===== config.mk =====
export PLATFORM = sky130hd
export DESIGN_NAME = tx_sched_flat
export DESIGN_NICKNAME = d
export VERILOG_FILES = /design/src/rtl/tx_sched_pkg.sv /design/src/rtl/tx_sched_if.sv /design/src/rtl/tx_sched_rr_arbiter.sv /design/src/rtl/tx_sched.sv /design/src/flat_wrapper.sv
export SDC_FILE = /design/constraint.sdc
export NUM_CORES = 1
export LEC_CHECK = 0
export BUFFER_PORTS_ARGS = -buffer_cell sky130_fd_sc_hd__buf_2
export CAP_MARGIN = 20
export CORE_AREA = 2 2 58 60
export DETAILED_ROUTE_END_ITERATION = 12
export DIE_AREA = 0 0 60 62
export GPL_TIMING_DRIVEN = 1
export PLACE_DENSITY_LB_ADDON = 0.05
export RECOVER_POWER = 50
export SYNTH_ARGS = -nofsm -noshare
export SYNTH_HDL_FRONTEND = slang
export SYNTH_SLANG_ARGS = --single-unit

===== constraint.sdc =====
create_clock -name clk -period 9.58 [get_ports clk]
set_clock_uncertainty 0.1 [all_clocks]
set_input_delay 0.958 -clock clk [delete_from_list [all_inputs] [get_ports clk]]
set_output_delay 0.958 -clock clk [all_outputs]
set_load 0.05 [all_outputs]

===== src/rtl/tx_sched_pkg.sv =====
`default_nettype none
// ============================================================================
//  Module      : tx_sched_pkg
//  Description : Shared types and constants for the tx_sched UART scheduler.
//                The scheduler state encoding, default sizes and the
//                requester-id width helper live here.
//  Revision    : 1.0  initial release
// ============================================================================
package tx_sched_pkg;

    localparam int C_DEF_WIDTH   = 8;
    localparam int C_DEF_TIMEOUT = 16;

    typedef enum logic [1:0] {
        ST_IDLE      = 2'd0,
        ST_LAUNCH    = 2'd1,
        ST_WAIT_DONE = 2'd2
    } sched_state_t;

    // Width of a requester index; at least one bit so single-entry ids stay legal.
    function automatic int id_width(input int n);
        return (n > 1) ? $clog2(n) : 1;
    endfunction

endpackage
`default_nettype wire


===== src/rtl/tx_sched_if.sv =====
`default_nettype none
// ============================================================================
//  Module      : tx_sched_if
//  Description : Bundle between the producer blocks / UART serializer (master
//                side) and the tx_sched round-robin scheduler (slave side).
//  Revision    : 1.0  initial release
// ============================================================================
interface tx_sched_if import tx_sched_pkg::*; #(
    parameter int N     = 4,
    parameter int WIDTH = C_DEF_WIDTH
) ();

    localparam int C_IDW = id_width(N);

    logic [N-1:0]       req;
    logic [N*WIDTH-1:0] req_data;
    logic [N-1:0]       grant;
    logic [N-1:0]       done;
    logic [N-1:0]       err;
    logic               tx_start;
    logic [WIDTH-1:0]   tx_pi;
    logic               tx_busy;
    logic               sched_busy;
    logic [C_IDW-1:0]   cur_id;

    // Producers and serializer
    modport master (
        output req, req_data, tx_busy,
        input  grant, done, err, tx_start, tx_pi, sched_busy, cur_id
    );

    // Scheduler
    modport slave (
        input  req, req_data, tx_busy,
        output grant, done, err, tx_start, tx_pi, sched_busy, cur_id
    );

endinterface
`default_nettype wire


===== src/rtl/tx_sched_rr_arbiter.sv =====
`default_nettype none
// ============================================================================
//  Module      : rr_arbiter
//  Description : Combinational round-robin pick. Search starts at last+1 and
//                wraps modulo N; returns a one-hot winner, its index and a
//                valid flag. Reusable for any shared-resource controller.
//  Revision    : 1.0  initial release
// ============================================================================
module rr_arbiter import tx_sched_pkg::*; #(
    parameter int N   = 4,
    parameter int IDW = id_width(N)
) (
    input  wire [N-1:0]   req,
    input  wire [IDW-1:0] last,
    output logic [N-1:0]   winner,
    output logic [IDW-1:0] winner_id,
    output logic           valid
);

    logic [IDW-1:0] w_idx;

    // Walk from the farthest candidate to the nearest so the requester right
    // after last overwrites any earlier hit and ends up the winner.
    always_comb begin
        winner    = '0;
        winner_id = '0;
        valid     = 1'b0;
        w_idx     = '0;
        for (int k = N; k >= 1; k--) begin
            w_idx = IDW'((int'(last) + k) % N);
            if (req[w_idx]) begin
                winner        = '0;
                winner[w_idx] = 1'b1;
                winner_id     = w_idx;
                valid         = 1'b1;
            end
        end
    end

endmodule
`default_nettype wire


===== src/rtl/tx_sched.sv =====
`default_nettype none
// ============================================================================
//  Module      : tx_sched
//  Description : Round-robin scheduler sharing one UART serializer between N
//                byte requesters. Captures one byte per grant, launches it
//                with tx_start until tx_busy rises, then waits for the frame
//                to finish before serving anyone else.
//                Optional macro TX_SCHED_TIMEOUT_EN: abandon a launch that
//                sees no tx_busy within TIMEOUT en-cycles and pulse err.
//  Revision    : 1.0  initial release
// ============================================================================
module tx_sched import tx_sched_pkg::*; #(
    parameter int N       = 4,
    parameter int WIDTH   = C_DEF_WIDTH,
    parameter int TIMEOUT = C_DEF_TIMEOUT
) (
    input wire clk,
    input wire rst_n,
    input wire en,
    tx_sched_if.slave bus
);

    localparam int C_IDW = id_width(N);

    // Supported range: 2..8 requesters and a timeout of at least one cycle.
    if (N < 2 || N > 8 || TIMEOUT < 1) begin : g_param_range
    end

    sched_state_t     r_state;
    sched_state_t     w_state_nxt;
    logic [WIDTH-1:0] r_hold;
    logic [C_IDW-1:0] r_last;
    logic [C_IDW-1:0] r_cur;

    logic [N-1:0]     w_win;
    logic [C_IDW-1:0] w_win_id;
    logic             w_win_valid;
    logic [WIDTH-1:0] w_sel_data;
    logic [N-1:0]     w_cur_onehot;
    logic             w_run;
    logic             w_grant_fire;
    logic             w_done_fire;
    logic             w_err_fire;
    logic             w_tmo_hit;

    // Reset also gates the pulses so nothing fires while rst_n is low.
    assign w_run = en & rst_n;

    rr_arbiter #(
        .N   (N),
        .IDW (C_IDW)
    ) u_arb (
        .req       (bus.req),
        .last      (r_last),
        .winner    (w_win),
        .winner_id (w_win_id),
        .valid     (w_win_valid)
    );

    // Select the winner's byte from the flat request bus.
    always_comb begin
        w_sel_data = '0;
        for (int i = 0; i < N; i++) begin
            if (w_win[i]) begin
                w_sel_data = bus.req_data[i*WIDTH +: WIDTH];
            end
        end
    end

    // One-hot form of the requester being served, for done/err.
    always_comb begin
        w_cur_onehot        = '0;
        w_cur_onehot[r_cur] = 1'b1;
    end

`ifdef TX_SCHED_TIMEOUT_EN
    localparam int C_TMO_W = $clog2(TIMEOUT + 1);
    logic [C_TMO_W-1:0] r_tmo;

    assign w_tmo_hit = (r_tmo == C_TMO_W'(TIMEOUT - 1));

    // Count en-cycles spent in LAUNCH without tx_busy; cleared on any exit.
    always_ff @(posedge clk or negedge rst_n) begin
        if (!rst_n) begin
            r_tmo <= '0;
        end else if (en) begin
            if (r_state == ST_LAUNCH && !bus.tx_busy && !w_tmo_hit) begin
                r_tmo <= r_tmo + C_TMO_W'(1);
            end else begin
                r_tmo <= '0;
            end
        end
    end
`else
    // Without the feature a launch waits for tx_busy indefinitely.
    assign w_tmo_hit = 1'b0;
`endif

    // Next-state and event decode; pulses only on en-qualified cycles.
    always_comb begin
        w_state_nxt  = r_state;
        w_grant_fire = 1'b0;
        w_done_fire  = 1'b0;
        w_err_fire   = 1'b0;
        case (r_state)
            ST_IDLE: begin
                // tx_busy is checked too: a serializer left running by a
                // scheduler reset must finish before the next launch.
                if (w_run && w_win_valid && !bus.tx_busy) begin
                    w_grant_fire = 1'b1;
                    w_state_nxt  = ST_LAUNCH;
                end
            end
            ST_LAUNCH: begin
                if (w_run) begin
                    if (bus.tx_busy) begin
                        w_state_nxt = ST_WAIT_DONE;
                    end else if (w_tmo_hit) begin
                        w_err_fire  = 1'b1;
                        w_state_nxt = ST_IDLE;
                    end
                end
            end
            ST_WAIT_DONE: begin
                if (w_run && !bus.tx_busy) begin
                    w_done_fire = 1'b1;
                    w_state_nxt = ST_IDLE;
                end
            end
            default: begin
                w_state_nxt = ST_IDLE;
            end
        endcase
    end

    // State, hold register and pointers; all frozen while en is low.
    always_ff @(posedge clk or negedge rst_n) begin
        if (!rst_n) begin
            r_state <= ST_IDLE;
            r_hold  <= '0;
            r_last  <= C_IDW'(N - 1);
            r_cur   <= '0;
        end else if (en) begin
            r_state <= w_state_nxt;
            if (w_grant_fire) begin
                r_hold <= w_sel_data;
                r_cur  <= w_win_id;
            end
            if (w_done_fire || w_err_fire) begin
                r_last <= r_cur;
            end
        end
    end

    assign bus.grant      = w_grant_fire ? w_win : '0;
    assign bus.done       = w_done_fire ? w_cur_onehot : '0;
    assign bus.err        = w_err_fire ? w_cur_onehot : '0;
    assign bus.tx_start   = (r_state == ST_LAUNCH);
    assign bus.tx_pi      = r_hold;
    assign bus.sched_busy = (r_state != ST_IDLE);
    assign bus.cur_id     = r_cur;

endmodule
`default_nettype wire

===== src/flat_wrapper.sv =====
// flat-port wrapper written by rule: the top's interface ports become plain ports
module tx_sched_flat import tx_sched_pkg::*;
#(
    parameter int N       = 4,
    parameter int WIDTH   = C_DEF_WIDTH,
    parameter int TIMEOUT = C_DEF_TIMEOUT
)
  (clk, rst_n, en, bus_req, bus_req_data, bus_tx_busy, bus_grant, bus_done, bus_err, bus_tx_start, bus_tx_pi, bus_sched_busy, bus_cur_id);
  tx_sched_if #(.N(N), .WIDTH(WIDTH)) bus_i ();
  input wire clk;
  input wire rst_n;
  input wire en;
  input wire logic [$bits(bus_i.req)-1:0] bus_req;
  input wire logic [$bits(bus_i.req_data)-1:0] bus_req_data;
  input wire logic [$bits(bus_i.tx_busy)-1:0] bus_tx_busy;
  output wire logic [$bits(bus_i.grant)-1:0] bus_grant;
  output wire logic [$bits(bus_i.done)-1:0] bus_done;
  output wire logic [$bits(bus_i.err)-1:0] bus_err;
  output wire logic [$bits(bus_i.tx_start)-1:0] bus_tx_start;
  output wire logic [$bits(bus_i.tx_pi)-1:0] bus_tx_pi;
  output wire logic [$bits(bus_i.sched_busy)-1:0] bus_sched_busy;
  output wire logic [$bits(bus_i.cur_id)-1:0] bus_cur_id;
  assign bus_i.req = bus_req;
  assign bus_i.req_data = bus_req_data;
  assign bus_i.tx_busy = bus_tx_busy;
  assign bus_grant = bus_i.grant;
  assign bus_done = bus_i.done;
  assign bus_err = bus_i.err;
  assign bus_tx_start = bus_i.tx_start;
  assign bus_tx_pi = bus_i.tx_pi;
  assign bus_sched_busy = bus_i.sched_busy;
  assign bus_cur_id = bus_i.cur_id;
  tx_sched #(.N(N), .WIDTH(WIDTH), .TIMEOUT(TIMEOUT)) u_core (.clk(clk), .rst_n(rst_n), .en(en), .bus(bus_i));
endmodule

==> reports/summary.txt <==
post-CTS setup buffer count -> 0
die height -> 62 um
CTS Buffer Depth -> 2
EDFF count, synth -> 0
ys async rst share -> 100%
detailed placement HPWL -> 2800 um
Post-DRT Antenna Nets -> 0
CTS tree -> yes
Synth Warn # -> 0
CTS buffer count -> 3
gr usage total -> 20.8%
CTS resizes -> 0
Area growth syn-to-layout -> 19.6%
layout cell share with drive strength beyond 1 -> 28.4%
status -> complete, no violations
number of buffers added on ports -> 59
cell taking the most area after synthesis -> dfrtp_1
clock sinks -> 14
max-slew violation count -> 0
First DRT Iteration DRCs -> 120
Inserted Diodes -> 0
number of global-route vias before repair -> 1271
total of fill cells in the finished design -> 325
Slew @ Worst Pin -> 0.834 ns
crit-path max FO -> 22
clock root cell -> clkbuf_4
PwrDens -> 326 nW/um^2
fin area -> 1880 um^2
sequential area share after synthesis -> 22.4%
Core Rows -> 21
core area -> 3180 um^2
commonest non-fill, non-tap cell in the layout -> buf_2
Crit. End Element -> output port
Final Setup Violations -> 0
Top Ports -> 64
TritonRoute pass-1 iters -> 4
Synth Flop Type -> dfrtp_1
fin crit share -> 46.9%
initial antenna violation count -> 0
grt ovf -> 0
Reg2Reg Setup Slack -> 5.89 ns
DR top layer -> met4
Worst Path Class, Setup -> flip-flop to output port
Post-Syn Area per Cell -> 7.90 um^2
Die X-Extent -> 60 um
M1 WL -> 1680 um
final wirelength -> 3690 um
setup_tns -> 0 ns
WL met2 -> 1700 um
max_cap viols -> 0
Slew HR -> 44.4%
vias per inst -> 5.48
unrepaired setup endpoints after global routing -> false
Remaining DRCs -> 0
largest net degree at the start of global routing -> 23
routed length per placed instance -> 12.5 um
met3 wire len -> 255 um
Fin. Hold Viols -> 0
Synth area leaders -> dfrtp_1, nand2_1, nor2_1, ha_1, o211a_1
CP Launch Type -> flip-flop
H-tree levels -> 1
critical path arrival -> 3.44 ns
clock transition at the registers of the reported paths -> 0.08 ns
RePlAce Congestion -> 0.869
Unique masters post-synth -> 54
Die Area -> 3720 um^2
first-pass GRT wire length -> 5850 um
Synth Instances -> 199
Worst-Skew Late Latency -> 0.28 ns
post-place instance area -> 1860 um^2
area share of the largest cell type after synthesis -> 19.1%
maximum vdd drop -> 172 uV
fmax -> 222 MHz
HP Class -> flip-flop to flip-flop
Yosys reg bits -> 14
WHS -> 0.452 ns
initial core utilization -> 49.5%
Tmin final -> 4.49 ns
Nets -> 298
CTS Hold Bufs -> 0
Netlist Area Pre-Place -> 1570 um^2
LEAKAGE -> 0.878 nW
WP data required -> 8.52 ns
most frequent cells in the layout -> buf_2, nand2_1, nor2_1, a21oi_1, dfrtp_1
via count -> 1623
==> cells in the mapped netlist (all sizes together), types with 2 or more instances <==
| master | instances |
|---|---|
| o211ai | 8 |
| nand2b | 2 |
| and2 | 8 |
| buf | 10 |
| ha | 7 |
| mux2i | 4 |
| nand3b | 3 |
| nand4 | 3 |
| dfrtp | 12 |
| nor2 | 24 |
| nor4 | 2 |
| a21o | 2 |
| o211a | 8 |
| dfstp | 2 |
| nor3 | 7 |
| a21oi | 13 |
| a311oi | 2 |
| nor3b | 3 |
| inv | 8 |
| mux4 | 2 |
| nand2 | 25 |
| clkbuf | 8 |
| or4b | 2 |
| a22o | 2 |
| a2111oi | 2 |
| nor2b | 2 |
| o21ai | 11 |
==> cell type report <==
type,count,area [um^2],share of cell area (%)
Timing Repair Buffer,62,307,16.3
Sequential cell,14,353,18.8
Clock buffer,4,36.3,1.93
Multi-Input combinational cell,162,1100,58.4
Inverter,8,30.0,1.60
Tap cell,46,57.6,3.06
==> logic make-up (layout without fill, tap and decap cells) <==
kind of cell / after synthesis / count (layout) / share of synthesized area (%)
other: 1 / 4 / 0.238
AND/OR/NAND/NOR: 87 / 87 / 29.6
buffers and inverters: 26 / 74 / 8.43
adder cells (fa/ha/maj): 7 / 7 / 5.57
AO/OA/AOI/OAI: 57 / 57 / 27.6
flip-flops: 14 / 14 / 22.4
multiplexers: 7 / 7 / 6.13
==> power breakdown <==
part,total (mW),switching (mW),internal [mW]
logic,0.438,0.291,0.147
clock network,0.0433,0.0201,0.0231
registers,0.132,0.0399,0.0917
==> metal layers <==
layer	vias up	track usage, %
met1	733	29.2
met3	6	2.69
met4	0	8.89
met2	66	32.5
li1	818	-
met5	-	0
==> per-stage QoR <==
step / worst slack [ns] / instances / utilization, % / power [mW]
after global routing: 4.84 / 296 / 59.2 / 0.668
after detailed placement: 5.28 / 292 / 58.4 / 0.575
after CTS: 5.07 / 296 / 59.5 / 0.621
after global placement: 5.27 / 292 / 58.4 / 0.573
final: 5.09 / 296 / 59.2 / 0.613
after floorplan: 5.31 / 202 / - / 0.486
==> critical path: stages (launching register included) <==
cell	delay (ns)
dfstp_2	0.79
inv_1	0.20
ha_1	0.56
mux4_2	0.66
a221o_1	0.50
and2_1	0.23
buf_2	0.20
==> state kept, by name, summed over array words and instances (netlist names) <==
| register | cells |
|---|---|
| u_core.bus.cur_id | 2 |
| u_core.bus.tx_pi | 8 |
| u_core.r_last | 2 |
| u_core.r_state | 2 |
==> path summary, 6_finish.rpt <==
check	cells after the start	from	end
max	6	u_core.r_last[0]	bus_grant[3]
min	2	u_core.r_state[0]	u_core.r_state[0]
max reg2reg	7	u_core.r_last[0]	u_core.bus.tx_pi[3]
min reg2reg	2	u_core.r_state[0]	u_core.r_state[0]
max in group asynchronous	1	rst_n	u_core.bus.cur_id[1]
min in group asynchronous	1	rst_n	u_core.bus.tx_pi[6]
Power figures use the tool's default switching activity.
